`src/rtl/traffic_fsm_if.sv`:
```
// Signal bundle between the traffic controller and its environment
// (sensors, interval timer, lamp drivers).
//   sensor          side-street vehicle present (synchronized level)
//   walk_request    pedestrian request (pulse or level, debounced)
//   expired         interval timer done, held until the next start_timer
//   start_timer     one-cycle pulse launching the interval timer
//   interval_select 00 BASE, 01 EXT, 10 YEL (11 never driven)
//   main_lights     {red,yellow,green} for the main street
//   side_lights     {red,yellow,green} for the side street
//   walk_lamp       pedestrian walk indication
// master: the controller; slave: the environment driving the inputs.
interface traffic_fsm_if;
  logic       sensor;
  logic       walk_request;
  logic       expired;
  logic       start_timer;
  logic [1:0] interval_select;
  logic [2:0] main_lights;
  logic [2:0] side_lights;
  logic       walk_lamp;

  modport master (
    input  sensor, walk_request, expired,
    output start_timer, interval_select, main_lights, side_lights, walk_lamp
  );

  modport slave (
    output sensor, walk_request, expired,
    input  start_timer, interval_select, main_lights, side_lights, walk_lamp
  );
endinterface

```
`src/rtl/traffic_fsm.sv`:
```
// Traffic light controller for a main/side street crossing with a
// pedestrian phase. Every output is registered and decoded from the
// next state, so outputs reflect a transition right after the edge
// that takes it.
//   clk          system clock, rising edge
//   reset_global synchronous, active-high reset
//   bus          traffic_fsm_if.master (inputs sensor, walk_request,
//                expired; outputs start_timer, interval_select,
//                main_lights, side_lights, walk_lamp)
module traffic_fsm (
  input  logic          clk,
  input  logic          reset_global,
  traffic_fsm_if.master bus
);

  typedef enum logic [2:0] {
    MG     = 3'd0,
    MG_EXT = 3'd1,
    MY     = 3'd2,
    WALK   = 3'd3,
    SG     = 3'd4,
    SG_EXT = 3'd5,
    SY     = 3'd6
  } state_t;

  localparam logic [1:0] INT_BASE = 2'b00;
  localparam logic [1:0] INT_EXT  = 2'b01;
  localparam logic [1:0] INT_YEL  = 2'b10;

  localparam logic [2:0] LT_RED = 3'b100;
  localparam logic [2:0] LT_YEL = 3'b010;
  localparam logic [2:0] LT_GRN = 3'b001;

  state_t     state, state_next;
  logic       walk_latch, walk_latch_next;
  // Cleared by reset; its first set cycle issues the post-reset timer start.
  logic       armed;
  logic       advance;

  logic       start_q, start_next;
  logic [1:0] isel_q, isel_next;
  logic [2:0] main_q, main_next;
  logic [2:0] side_q, side_next;
  logic       lamp_q, lamp_next;

  always_comb begin
    state_next = state;
    // A stale expired from the previous interval is visible while
    // start_timer is high, so it only counts from the cycle after.
    advance    = bus.expired && !start_q && armed;

    case (state)
      MG:      if (advance) state_next = bus.sensor ? MY : MG_EXT;
      MG_EXT:  if (advance) state_next = MY;
      MY:      if (advance) state_next = walk_latch ? WALK : SG;
      WALK:    if (advance) state_next = SG;
      SG:      if (advance) state_next = bus.sensor ? SG_EXT : SY;
      SG_EXT:  if (advance) state_next = SY;
      SY:      if (advance) state_next = MG;
      default: state_next = MG;
    endcase

    // Every transition changes state, so a state change is the entry
    // cycle; illegal encodings land here as well.
    start_next = !armed || (state_next != state);

    // A request in the WALK-entry cycle wins over the clear.
    walk_latch_next = bus.walk_request
                    | (walk_latch & ~(state_next == WALK && state != WALK));

    isel_next = INT_BASE;
    main_next = LT_GRN;
    side_next = LT_RED;
    lamp_next = 1'b0;
    case (state_next)
      MG_EXT: isel_next = INT_EXT;
      MY: begin
        isel_next = INT_YEL;
        main_next = LT_YEL;
      end
      WALK: begin
        isel_next = INT_EXT;
        main_next = LT_RED;
        lamp_next = 1'b1;
      end
      SG: begin
        main_next = LT_RED;
        side_next = LT_GRN;
      end
      SG_EXT: begin
        isel_next = INT_EXT;
        main_next = LT_RED;
        side_next = LT_GRN;
      end
      SY: begin
        isel_next = INT_YEL;
        main_next = LT_RED;
        side_next = LT_YEL;
      end
      default: ;
    endcase
  end

  always_ff @(posedge clk) begin
    if (reset_global) begin
      state      <= MG;
      walk_latch <= 1'b0;
      armed      <= 1'b0;
      start_q    <= 1'b0;
      isel_q     <= INT_BASE;
      main_q     <= LT_GRN;
      side_q     <= LT_RED;
      lamp_q     <= 1'b0;
    end else begin
      state      <= state_next;
      walk_latch <= walk_latch_next;
      armed      <= 1'b1;
      start_q    <= start_next;
      isel_q     <= isel_next;
      main_q     <= main_next;
      side_q     <= side_next;
      lamp_q     <= lamp_next;
    end
  end

  assign bus.start_timer     = start_q;
  assign bus.interval_select = isel_q;
  assign bus.main_lights     = main_q;
  assign bus.side_lights     = side_q;
  assign bus.walk_lamp       = lamp_q;

endmodule
```
`src/flat_wrapper.sv`:
```
// flat-port wrapper written by rule: the top's interface ports become plain ports
module traffic_fsm_flat 
  (clk, reset_global, bus_sensor, bus_walk_request, bus_expired, bus_start_timer, bus_interval_select, bus_main_lights, bus_side_lights, bus_walk_lamp);
  traffic_fsm_if bus_i ();
  input  logic clk;
  input  logic reset_global;
  input wire logic [$bits(bus_i.sensor)-1:0] bus_sensor;
  input wire logic [$bits(bus_i.walk_request)-1:0] bus_walk_request;
  input wire logic [$bits(bus_i.expired)-1:0] bus_expired;
  output wire logic [$bits(bus_i.start_timer)-1:0] bus_start_timer;
  output wire logic [$bits(bus_i.interval_select)-1:0] bus_interval_select;
  output wire logic [$bits(bus_i.main_lights)-1:0] bus_main_lights;
  output wire logic [$bits(bus_i.side_lights)-1:0] bus_side_lights;
  output wire logic [$bits(bus_i.walk_lamp)-1:0] bus_walk_lamp;
  assign bus_i.sensor = bus_sensor;
  assign bus_i.walk_request = bus_walk_request;
  assign bus_i.expired = bus_expired;
  assign bus_start_timer = bus_i.start_timer;
  assign bus_interval_select = bus_i.interval_select;
  assign bus_main_lights = bus_i.main_lights;
  assign bus_side_lights = bus_i.side_lights;
  assign bus_walk_lamp = bus_i.walk_lamp;
  traffic_fsm u_core (.clk(clk), .reset_global(reset_global), .bus(bus_i));
endmodule
```
`config.mk`:
```
export PLATFORM = sky130hd
export DESIGN_NAME = traffic_fsm_flat
export DESIGN_NICKNAME = d
export VERILOG_FILES = /design/src/rtl/traffic_fsm_if.sv /design/src/rtl/traffic_fsm.sv /design/src/flat_wrapper.sv
export SDC_FILE = /design/constraint.sdc
export NUM_CORES = 1
export LEC_CHECK = 0
export BUFFER_PORTS_ARGS = -buffer_cell sky130_fd_sc_hd__clkbuf_2
export CORE_UTILIZATION = 43
export DETAILED_ROUTE_END_ITERATION = 8
export MAX_ROUTING_LAYER = met4
export PLACE_DENSITY = 0.67
export SETUP_SLACK_MARGIN = 0.05
export SYNTH_ARGS = -nofsm -noshare
export SYNTH_HDL_FRONTEND = slang
export SYNTH_SLANG_ARGS = --single-unit
```
`constraint.sdc`:
```
create_clock -name clk -period 1.1 [get_ports clk]
set_input_delay 0.22 -clock clk [delete_from_list [all_inputs] [get_ports clk]]
set_output_delay 0.22 -clock clk [all_outputs]
set_load 0.01 [all_outputs]
```
==> results.sh <==
export IMPL_start_kind="register"
export IMPL_h_tree_depth=1
export IMPL_ys_seq_area_share_pct=50.7
export IMPL_place_congestion=0.953
export IMPL_pre_cts_ws_ps=-101
export IMPL_first_global_vias=423
export IMPL_power_total_mw=1.12
export IMPL_synth_top_area_share_pct=50.7
export IMPL_core_area_um2=1280
export IMPL_io_pins=15
export IMPL_clock_sinks=15
export IMPL_placedCellCount=93
export IMPL_synthTopCellsByCount="15 x dfxtp_1, 6 x nor2_1, 4 x inv_1, 3 x a21oi_2"
export IMPL_failed_checks="setup timing"
export IMPL_ys_seq_elements=15
export IMPL_hold_slack_ps=150
export IMPL_port_buffers=14
export IMPL_cts_clk_slew_worst_paths_ps=80
export IMPL_vdd_drop_max_mv=0.798
export IMPL_antenna_cells=0
export IMPL_num_vias=487
export IMPL_tns_ps=-809
export IMPL_grt_max_degree=10
export IMPL_routed_wl_mm=1.25
export IMPL_synth_edff_count=0
export IMPL_yosys_warnings=0
export IMPL_wire_per_inst_um=12.8
export IMPL_worst_path_max_delay_cell="dfxtp_4"
export IMPL_p_per_area_nw_per_um2=1300
export IMPL_hpwl_um=819
export IMPL_synth_async_reset_ratio_pct=0
export IMPL_synth_nets=62
export IMPL_grt_usage_pct=20.0
export IMPL_via_per_inst=4.97
export IMPL_place_area_um2=744
export IMPL_critical_path_top_delay_family="simple AND/OR/NAND/NOR gates"
export IMPL_cts_made_buffers=3
export IMPL_synth_top_cell_by_area="dfxtp_1"
export IMPL_drc=0
export IMPL_finalClockSkew_ps=0.580
export IMPL_drt_antenna_violating_nets=0
export IMPL_end_kind="register"
export IMPL_slew_violations=0
export IMPL_synth_area_leaders="dfxtp_1 51%, a21oi_2 4.4%, o211ai_2 4.2%"
export IMPL_setup_viol=11
export IMPL_cts_hold_buf=0
export IMPL_syn_to_final_growth_pct=45.5
export IMPL_fmax_mhz=813
export IMPL_grt_first_pass_wirelength_mm=1.97
export IMPL_worstSetupPathType="register to register"
export IMPL_maxCapViolCount=0
export IMPL_tightestPinTransition_ps=338
export IMPL_num_fill_cells=105
export IMPL_die_h_um=39.1
export IMPL_worstPathArrival_ps=1410
export IMPL_cts_tree="built"
export IMPL_synth_most_common_cell="dfxtp_1"
export IMPL_fin_nets=89
export IMPL_hp_class="primary input to register"
export IMPL_status="finished with violations"
export IMPL_syn_inst=57
export IMPL_leakage_nw=0.370
export IMPL_hold_viol=0
export IMPL_crit_fanout=6
export IMPL_timing_final_ws_setup_ps=-129
export IMPL_worstPathRequired_ps=1280
export IMPL_chipWidth_um=39.1
export IMPL_avgSynthCellArea_um2=10.4
export IMPL_firstDrtPassIters=4
export IMPL_drive_above_1_share_pct=63.9
export IMPL_insertion_delay_ps=280
export IMPL_cp_cell_sequence="nand2b_2 -> a211oi_2 -> a21oi_4 -> or2_1"
export IMPL_syn_area_um2=592
export IMPL_rsz0062_at_grt="yes"
export IMPL_drt_initial_drc_count=9
export IMPL_grt_antenna_before_repair=0
export IMPL_postLayoutCellArea_um2=861
export IMPL_min_period_ps=1230
export IMPL_ys_types=31
export IMPL_cp_num_buf_inv=0
export IMPL_clk_path_buf_depth=2
export IMPL_die_area_um2=1530
export IMPL_finalCritPeriodShare_pct=112
export IMPL_max_stage_delay_ps=380
export IMPL_maxSlewHeadroom_pct=77.3
export IMPL_ys_flop_type="dfxtp_1"
export IMPL_fin_cells=98
export IMPL_overflow=0
export IMPL_initial_utilization_pct=46.1
export IMPL_cts_root_buf="clkbuf_4"
export IMPL_final_util_pct=67.0
export IMPL_num_rows=13
cells in the final DEF, fill, tap and decap left out, types with 2 or more instances in the layout:
cell / instances
clkbuf_2: 14
dfxtp_1: 10
buf_4: 7
inv_1: 4
nor2_1: 4
a21oi_2: 3
clkbuf_4: 3
dfxtp_2: 3
buf_6: 2
dfxtp_4: 2
flip-flops by register name, summed over array words and instances (netlist names):
| signal | cells |
|---|---|
| u_core.state | 3 |
| u_core.bus.main_lights | 3 |
| u_core.walk_latch | 1 |
| u_core.bus.start_timer | 1 |
| u_core.bus.side_lights | 3 |
| u_core.bus.walk_lamp | 1 |
| u_core.bus.interval_select | 2 |
| u_core.armed | 1 |
worst paths after layout:
path                              start                              endpoint  slack [ps]  cells after the start
max          u_core.state[2]$_SDFF_PP0_  u_core.bus.side_lights[2]$_SDFF_PP1_        -130                      4
max reg2reg  u_core.state[2]$_SDFF_PP0_  u_core.bus.side_lights[2]$_SDFF_PP1_        -130                      4
min reg2reg        u_core.armed$_DFF_P_     u_core.bus.start_timer$_SDFF_PP0_         560                      2
min                    bus_walk_request          u_core.walk_latch$_SDFF_PP0_         150                      3
layout make-up:
class                           count  area [um2]  share of cell area, %
Multi-Input combinational cell     36         339                   39.4
Sequential cell                    15         312                   36.2
Timing Repair Buffer               23         145                   16.9
Clock buffer                        3        22.5                   2.62
Inverter                            5        18.8                   2.18
Tap cell                           15        18.8                   2.18
Clock inverter                      1        5.00                  0.581
timing repair:
action / 4_1_cts / 5_1_grt
setup endpoints to repair: 12 / 13
gates resized for setup: 6 / 13
buffers inserted: 1 / 0
pin swaps: 2 / 5
kinds of logic (layout without fill, tap and decap cells):
| logic type | after synthesis | in the layout | share of synthesized area [%] |
|---|---|---|---|
| and+or+nand+nor | 20 | 20 | 23.3 |
| xor gates and xnor gates | 1 | 1 | 1.48 |
| AOI/OAI and AO/OA | 15 | 15 | 20.7 |
| DFF | 15 | 15 | 50.7 |
| buffers and inverters | 6 | 32 | 3.80 |
tightest hold or removal path, delay by kind of cell:
family,cells,cell delay (ps)
buffers and inverters,1,90
and+or+nand+nor,1,60
AOI/OAI and AO/OA,1,30
report_power, final:
| part | internal, mW | switching [mW] |
|---|---|---|
| Combinational | 0.105 | 0.107 |
| Clock | 0.135 | 0.169 |
| Sequential | 0.574 | 0.0292 |
routing by layer:
| layer | track usage [%] | vias to the layer above | part of all wire [%] |
|---|---|---|---|
| met1 | 25.3 | 223 | 47 |
| met3 | 3.47 | 2 | 3.2 |
| met2 | 31.7 | 12 | 48 |
| li1 | - | 250 | - |
| met4 | 7.76 | 0 | 1.7 |
| met5 | - | - | 0 |
No activity file was read; power rests on OpenSTA's default activity.
